<file path="config.mk">
export PLATFORM = sky130hd
export DESIGN_NAME = fifo_param_sync
export DESIGN_NICKNAME = d
export VERILOG_FILES = /design/src/rtl/fifo_param_sync.sv
export SDC_FILE = /design/constraint.sdc
export NUM_CORES = 1
export LEC_CHECK = 0
export BUFFER_PORTS_ARGS = -buffer_cell sky130_fd_sc_hd__buf_2
export CAP_MARGIN = 15
export CELL_PAD_IN_SITES_DETAIL_PLACEMENT = 2
export CELL_PAD_IN_SITES_GLOBAL_PLACEMENT = 2
export CORE_ASPECT_RATIO = 1.1
export CORE_MARGIN = 5
export CORE_UTILIZATION = 49
export CTS_CLUSTER_DIAMETER = 60
export DETAILED_ROUTE_END_ITERATION = 16
export PLACE_DENSITY = 0.86
export SYNTH_ARGS = -nofsm -noshare
export SYNTH_HDL_FRONTEND = slang
export SYNTH_SLANG_ARGS = --single-unit
</file>
<file path="constraint.sdc">
create_clock -name CLK -period 5.65 [get_ports CLK]
set_clock_uncertainty 0.2 [all_clocks]
set_input_delay 0.565 -clock CLK [delete_from_list [all_inputs] [get_ports CLK]]
set_output_delay 0.565 -clock CLK [all_outputs]
set_load 0.02 [all_outputs]
</file>
<file path="src/rtl/fifo_param_sync.sv">
// fifo_param_sync: synchronous FIFO with registered read port, threshold flags and sticky over/underflow
module fifo_param_sync #(
  parameter int WIDTH     = 8,
  parameter int ADDR_W    = 4,
  parameter int AF_THRESH = (2**ADDR_W) - 2,
  parameter int AE_THRESH = 2
) (
  input  logic              CLK,
  input  logic              RST,
  input  logic              CLR,
  input  logic              WR_EN,
  input  logic [WIDTH-1:0]  Din,
  input  logic              RD_EN,
  output logic [WIDTH-1:0]  Dout,
  output logic              Valid,
  output logic              Empty,
  output logic              Full,
  output logic              Almost_empty,
  output logic              Almost_full,
  output logic [ADDR_W:0]   Count,
  output logic              Overflow,
  output logic              Underflow
);
  localparam int DEPTH = 2**ADDR_W;
  localparam logic [ADDR_W:0] LP_DEPTH = (ADDR_W+1)'(DEPTH);
  localparam logic [ADDR_W:0] LP_AF    = (ADDR_W+1)'(AF_THRESH);
  localparam logic [ADDR_W:0] LP_AE    = (ADDR_W+1)'(AE_THRESH);
  logic [WIDTH-1:0]  r_mem [DEPTH];
  logic [ADDR_W-1:0] r_wr_ptr, r_rd_ptr;
  logic [ADDR_W:0]   r_count;
  logic [WIDTH-1:0]  r_dout;
  logic              r_valid, r_ovf, r_udf;
  logic              w_wr, w_rd;
  assign Empty        = r_count == '0;
  assign Full         = r_count == LP_DEPTH;
  assign Almost_empty = r_count <= LP_AE;
  assign Almost_full  = r_count >= LP_AF;
  assign Count        = r_count;
  assign Dout         = r_dout;
  assign Valid        = r_valid;
  assign Overflow     = r_ovf;
  assign Underflow    = r_udf;
  assign w_wr = WR_EN && !Full;
  assign w_rd = RD_EN && !Empty;
  always_ff @(posedge CLK)
    if (w_wr && !CLR && RST) r_mem[r_wr_ptr] <= Din;
  always_ff @(posedge CLK or negedge RST)
    if (!RST) begin
      r_wr_ptr <= '0;
      r_rd_ptr <= '0;
      r_count  <= '0;
      r_dout   <= '0;
      r_valid  <= 1'b0;
      r_ovf    <= 1'b0;
      r_udf    <= 1'b0;
    end else if (CLR) begin
      r_wr_ptr <= '0;
      r_rd_ptr <= '0;
      r_count  <= '0;
      r_dout   <= '0;
      r_valid  <= 1'b0;
      r_ovf    <= 1'b0;
      r_udf    <= 1'b0;
    end else begin
      if (w_wr) r_wr_ptr <= r_wr_ptr + 1'b1;
      if (w_rd) begin
        r_rd_ptr <= r_rd_ptr + 1'b1;
        r_dout   <= r_mem[r_rd_ptr];
      end
      r_valid <= w_rd;
      r_count <= (w_wr && !w_rd) ? r_count + 1'b1 : (w_rd && !w_wr) ? r_count - 1'b1 : r_count;
      r_ovf   <= r_ovf || (WR_EN && Full);
      r_udf   <= r_udf || (RD_EN && Empty);
    end
endmodule

</file>
### Word-level counts from Yosys, hierarchy flattened

Memory sizes are Yosys's and may differ from the RTL's.
Cells that the tools add are included.

* register bits: 24
* bits in writable memories: 128
* input port bits: 13
* output and inout bits: 20
* word-level logic and storage cells: 48
* memories: 1

* add/subtract/negate cells: 4
* $lt $le $gt $ge: 2
* eq/ne operators: 1
* muxes and demuxes: 14
* reductions and logical operators: 19

Memories
* r_mem: words 16, bits a word 8, rd ports 1, clocked after memory_dff 0, write ports 1, line 28 `logic [WIDTH-1:0] r_mem [DEPTH];`

Operator list (count)
* $mux 4: 4
* $mux 8: 2
* $mux 5: 3
* $add 4x1->4 const B: 2
* $logic_and 1x1->1: 8
* $add 5x1->5 const B: 1
* $eq 5x5->1 const B: 1
* $ge 5x4->1 const B: 1
* $le 5x2->1 const B: 1
* $logic_not 1->1: 5
* $logic_not 5->1: 1
* $mux 1: 5
* $sub 5x1->5 const B: 1
* $reduce_bool 2->1: 2
* $reduce_bool 3->1: 1
* $logic_or 1x1->1: 2

### Logic depth before layout (Yosys ltp)

* depth in word-level cells: 8
* depth in mapped cells: 10
* mapped depth without buffers: 8

### Worst setup path after synthesis

Ideal clock, no wire load.

* path type: reg2reg
* start point: reg r_count[4] (netlist: Count[4])
* end point: reg r_count[4] (netlist: Count[4])
* setup time: 0.071 ns
* arrival time: 2.866 ns
* required time: 5.379 ns
* setup slack: 2.513 ns
* stages on the path, launching flop included: 11
* buffers on the path: 2
* clock period less this slack: 3.137 ns
* cell sequence: dfrtp_1 -> buf_6 -> or3_1 -> buf_2 -> o21ai_4 -> nand2_1 -> fa_1 -> a21o_1 -> a21o_1 -> or4b_1 -> nand4_1

* longest elaborated chain between the ends: 7
* elaborated cells between the ends (all ways): 16
* those cells by class: add/sub (2); eq/ne (1); mux (3); reduce/logical (10)

Ends and longest elaborated chain
* from (decl): line 30 `logic [ADDR_W:0] r_count;`
* from (signal assigned): line 71 `r_count <= (w_wr && !w_rd) ? r_count + 1'b1 : (w_rd && !w_wr) ? r_count - 1'b1 : r_count;`
* branches (longest 7 deep; another with $sub 5x1->5)

Parallel ways; which one is timed is not known. The select of a mux whose other input is x is not followed.
A chain may end at the register's enable or synchronous reset.

### Worst setup path after layout

Same ends and word-level chain as after synthesis.

==> results.md <==
* Final Cycle Share at 0.604
* Clock sink count at 152
* Vias per cell at 6.31
* CTS Buf Count at 17
* Post-route ant nets at 0
* Synthesized area at 0.00631 mm2
* I/O pin cnt at 33
* Crit-path max cell delay at 0.51 ns
* Setup_tns at 0 ns
* # DRC at 0
* Worst Setup Start Kind: flop
* Unrepaired setup endpoints after global routing: no
* Outcome: finished with violations
* Root Driver: clkbuf_16
* Design Area, Final at 0.00712 mm2
* # Post-CTS Setup Buffers at 0
* Share of the yosys chip area belonging to registers at 0.704
* FFs w/ async S/R, synth at 0.158
* Total die area at 0.0152 mm2
* CTS H-tree lvls at 4
* Commonest cells in the synthesized netlist: edfxtp_1, mux2i_1, nor2_1
* Starting Density at 0.499
* Synth area leaders: edfxtp_1, dfrtp_1, mux4_2
* Synth cell types at 44
* Most common cell on crit path: a21o_1
* Leakage at 2.48 nW
* Slew Viols, Final at 0
* GP Congestion at 0.755
* Die W at 118 um
* WS Path Type: reg -> reg
* Pwr dens at 428 mW/mm2
* Drt pass-1 iters at 4
* WHS at -0.00329 ns
* CP cell instances: or3_1 -> o21ai_4 -> nand2_1 -> fa_1 -> a21o_1 -> a21o_1 -> or4b_1 -> nand4_1
* Max_cap viols at 0
* Failing checks: negative hold slack
* Crit path required time at 5.79 ns
* Fin nets at 429
* Worst Hold Class: in -> async
* Area leader, netlist: edfxtp_1
* Synth Register Bits at 152
* Final Hold Vio Count at 2
* Post-CTS sizing at 0
* GRT overflow at 0
* Core Region at 0.0126 mm2
* Crit path DAT at 3.56 ns
* Share of cells above drive strength 1 at 0.206
* Via count at 3621
* Reg clk slew, reported paths at 0.06 ns
* Area occupied by multi-input gates at 0.00174 mm2
* Yosys top cell area share at 0.609
* Largest net degree at the start of global routing at 26
* Crit path buffers/inverters at 0
* Slowest CP cell: dfrtp_1
* Vias in the first global route at 4027
* Net switching power at 922 uW
* CTS max path bufs at 2
* Fill count at 1081
* Die height at 129 um
* Hold-fix buffers at CTS at 0
* Syn_area_per_cell at 17.1 um2
* Area grow syn2layout at 12.9%
* Sw frac at 0.302
* Post-synth EDFFs at 128
* Logic pwr share at 0.212
* Post-synth net total at 391
* First-pass GRT wire length at 27.9 mm
* Final HPWL DP at 11.1 mm
* Sequential cell area at 0.00445 mm2
* Ant. Diodes at 0
* Sequential power share at 0.455
* Clock Power Share at 0.334
* VDD IR-drop max at 0.244 mV
* Most frequent cell after synthesis: edfxtp_1
* Routed WL per cell at 32.2 um
* Initial drt markers at 347
* # rows at 43
* Final wirelength at 18.5 mm
* Critical path fanouts, max at 10
* P_int at 2.13 mW
* CP Capture Type: flop
* Initial antenna violation count at 0
* Synthesized instance count at 368
* Main synth FF type: edfxtp_1
* Top delay family on crit path: simple AND/OR/NAND/NOR gates
* Placed inst area at 0.00658 mm2
* Total GRT Usage at 0.257
* Buffers on Ports at 32
* Slew HR at 0.288
* Clock latency on the worst-skew pair at 0.42 ns
* Worst-Margin Slew at 1.06 ns
* Ys Warns at 0
* Final min period at 3.41 ns
* Setup violators final at 0
* Highest clock rate at 0.293 GHz
* CTS tree: built
## worst register-to-register path: stages (launching register included)
cell and delay, ns:
dfrtp_1 0.51, or3_1 0.49, o21ai_4 0.38, nand2_1 0.27, fa_1 0.48, a21o_1 0.21, a21o_1 0.20, or4b_1 0.48
nand4_1 0.12
## cell usage in the layout, fill, tap and decap left out, drive strengths merged, types with 4 or more instances in the layout
master and instances:
edfxtp 128, clkinv 6, o2bb2ai 5, or3 6, a21o 5, mux2i 32
xor2 5, a32o 8, mux4 21, dfrtp 24, nor3 4, buf 37
clkbuf 23, ha 9, nor2 31, nand2 17, a21oi 7, inv 7
## worst paths after layout
check	depth (start not counted)	end	startpoint	slack [ns]
max in group asynchronous	1	r_rd_ptr[1]	RST	4.76
worst max-delay path	8	Count[4]	Count[4]	2.24
min in group CLK	3	Overflow	WR_EN	0.21
worst min-delay path	1	r_wr_ptr[1]	RST	-0.003
worst min register to register	1	Dout[1]	Dout[1]	0.29
worst max register to register	8	Count[4]	Count[4]	2.24
## cells by family (layout without fill, tap and decap cells)
group | Yosys count | after routing | synth area share
XOR/XNOR | 8 | 8 | 0.0141
buffers and inverters | 26 | 75 | 0.0198
AND/OR/NAND/NOR | 75 | 75 | 0.0569
multiplexers | 54 | 54 | 0.128
AO/OA/AOI/OAI | 43 | 43 | 0.0557
adder cells (fa/ha/maj) | 10 | 10 | 0.0210
flip-flops | 152 | 152 | 0.704
## flip-flops by register name, indices dropped and copies added (netlist names)
signal	count
r_wr_ptr	4
Count	5
Valid	1
Overflow	1
r_rd_ptr	4
r_mem	128
Underflow	1
Dout	8
## layer usage
metal / share of wire / routed length [um] / global-route usage / vias to the layer above
met4: 0.023 / 423 / 0.0951 / 0
met1: 0.42 / 7830 / 0.345 / 1937
met5: 0 / 0 / 0 / -
met3: 0.052 / 957 / 0.0454 / 25
met2: 0.50 / 9300 / 0.425 / 142
li1: - / - / - / 1517
## power groups by stage
stage / Clock, mW / Sequential, mW / Combinational, mW
detailed placement: 0 / 1.40 / 0.626
finish: 1.02 / 1.39 / 0.646
floorplan: 0 / 1.37 / 0.444
global placement: 0 / 1.39 / 0.593
global route: 1.10 / 1.40 / 0.688
CTS: 1.03 / 1.39 / 0.647
## stage by stage
| step | power, mW | cells | setup WS [ns] | utilization |
|---|---|---|---|---|
| global placement | 1.99 | 539 | 1.98 | 0.520 |
| detailed placement | 2.03 | 539 | 1.46 | 0.520 |
| floorplan | 1.82 | 368 | 2.51 | - |
| finish | 3.05 | 574 | 2.24 | 0.563 |
| global route | 3.18 | 574 | 2.10 | 0.563 |
| CTS | 3.07 | 569 | 1.77 | 0.560 |
## layout make-up
class                   instances  share of cell area
repair buffers                 38              0.0295
clock buffers                  23              0.0629
well taps                     157              0.0276
flip-flops and latches        152               0.624
multi-input cells             190               0.244
inverters                       7             0.00369
clock inverters                 7             0.00773
(Power assumes the default switching activity.)
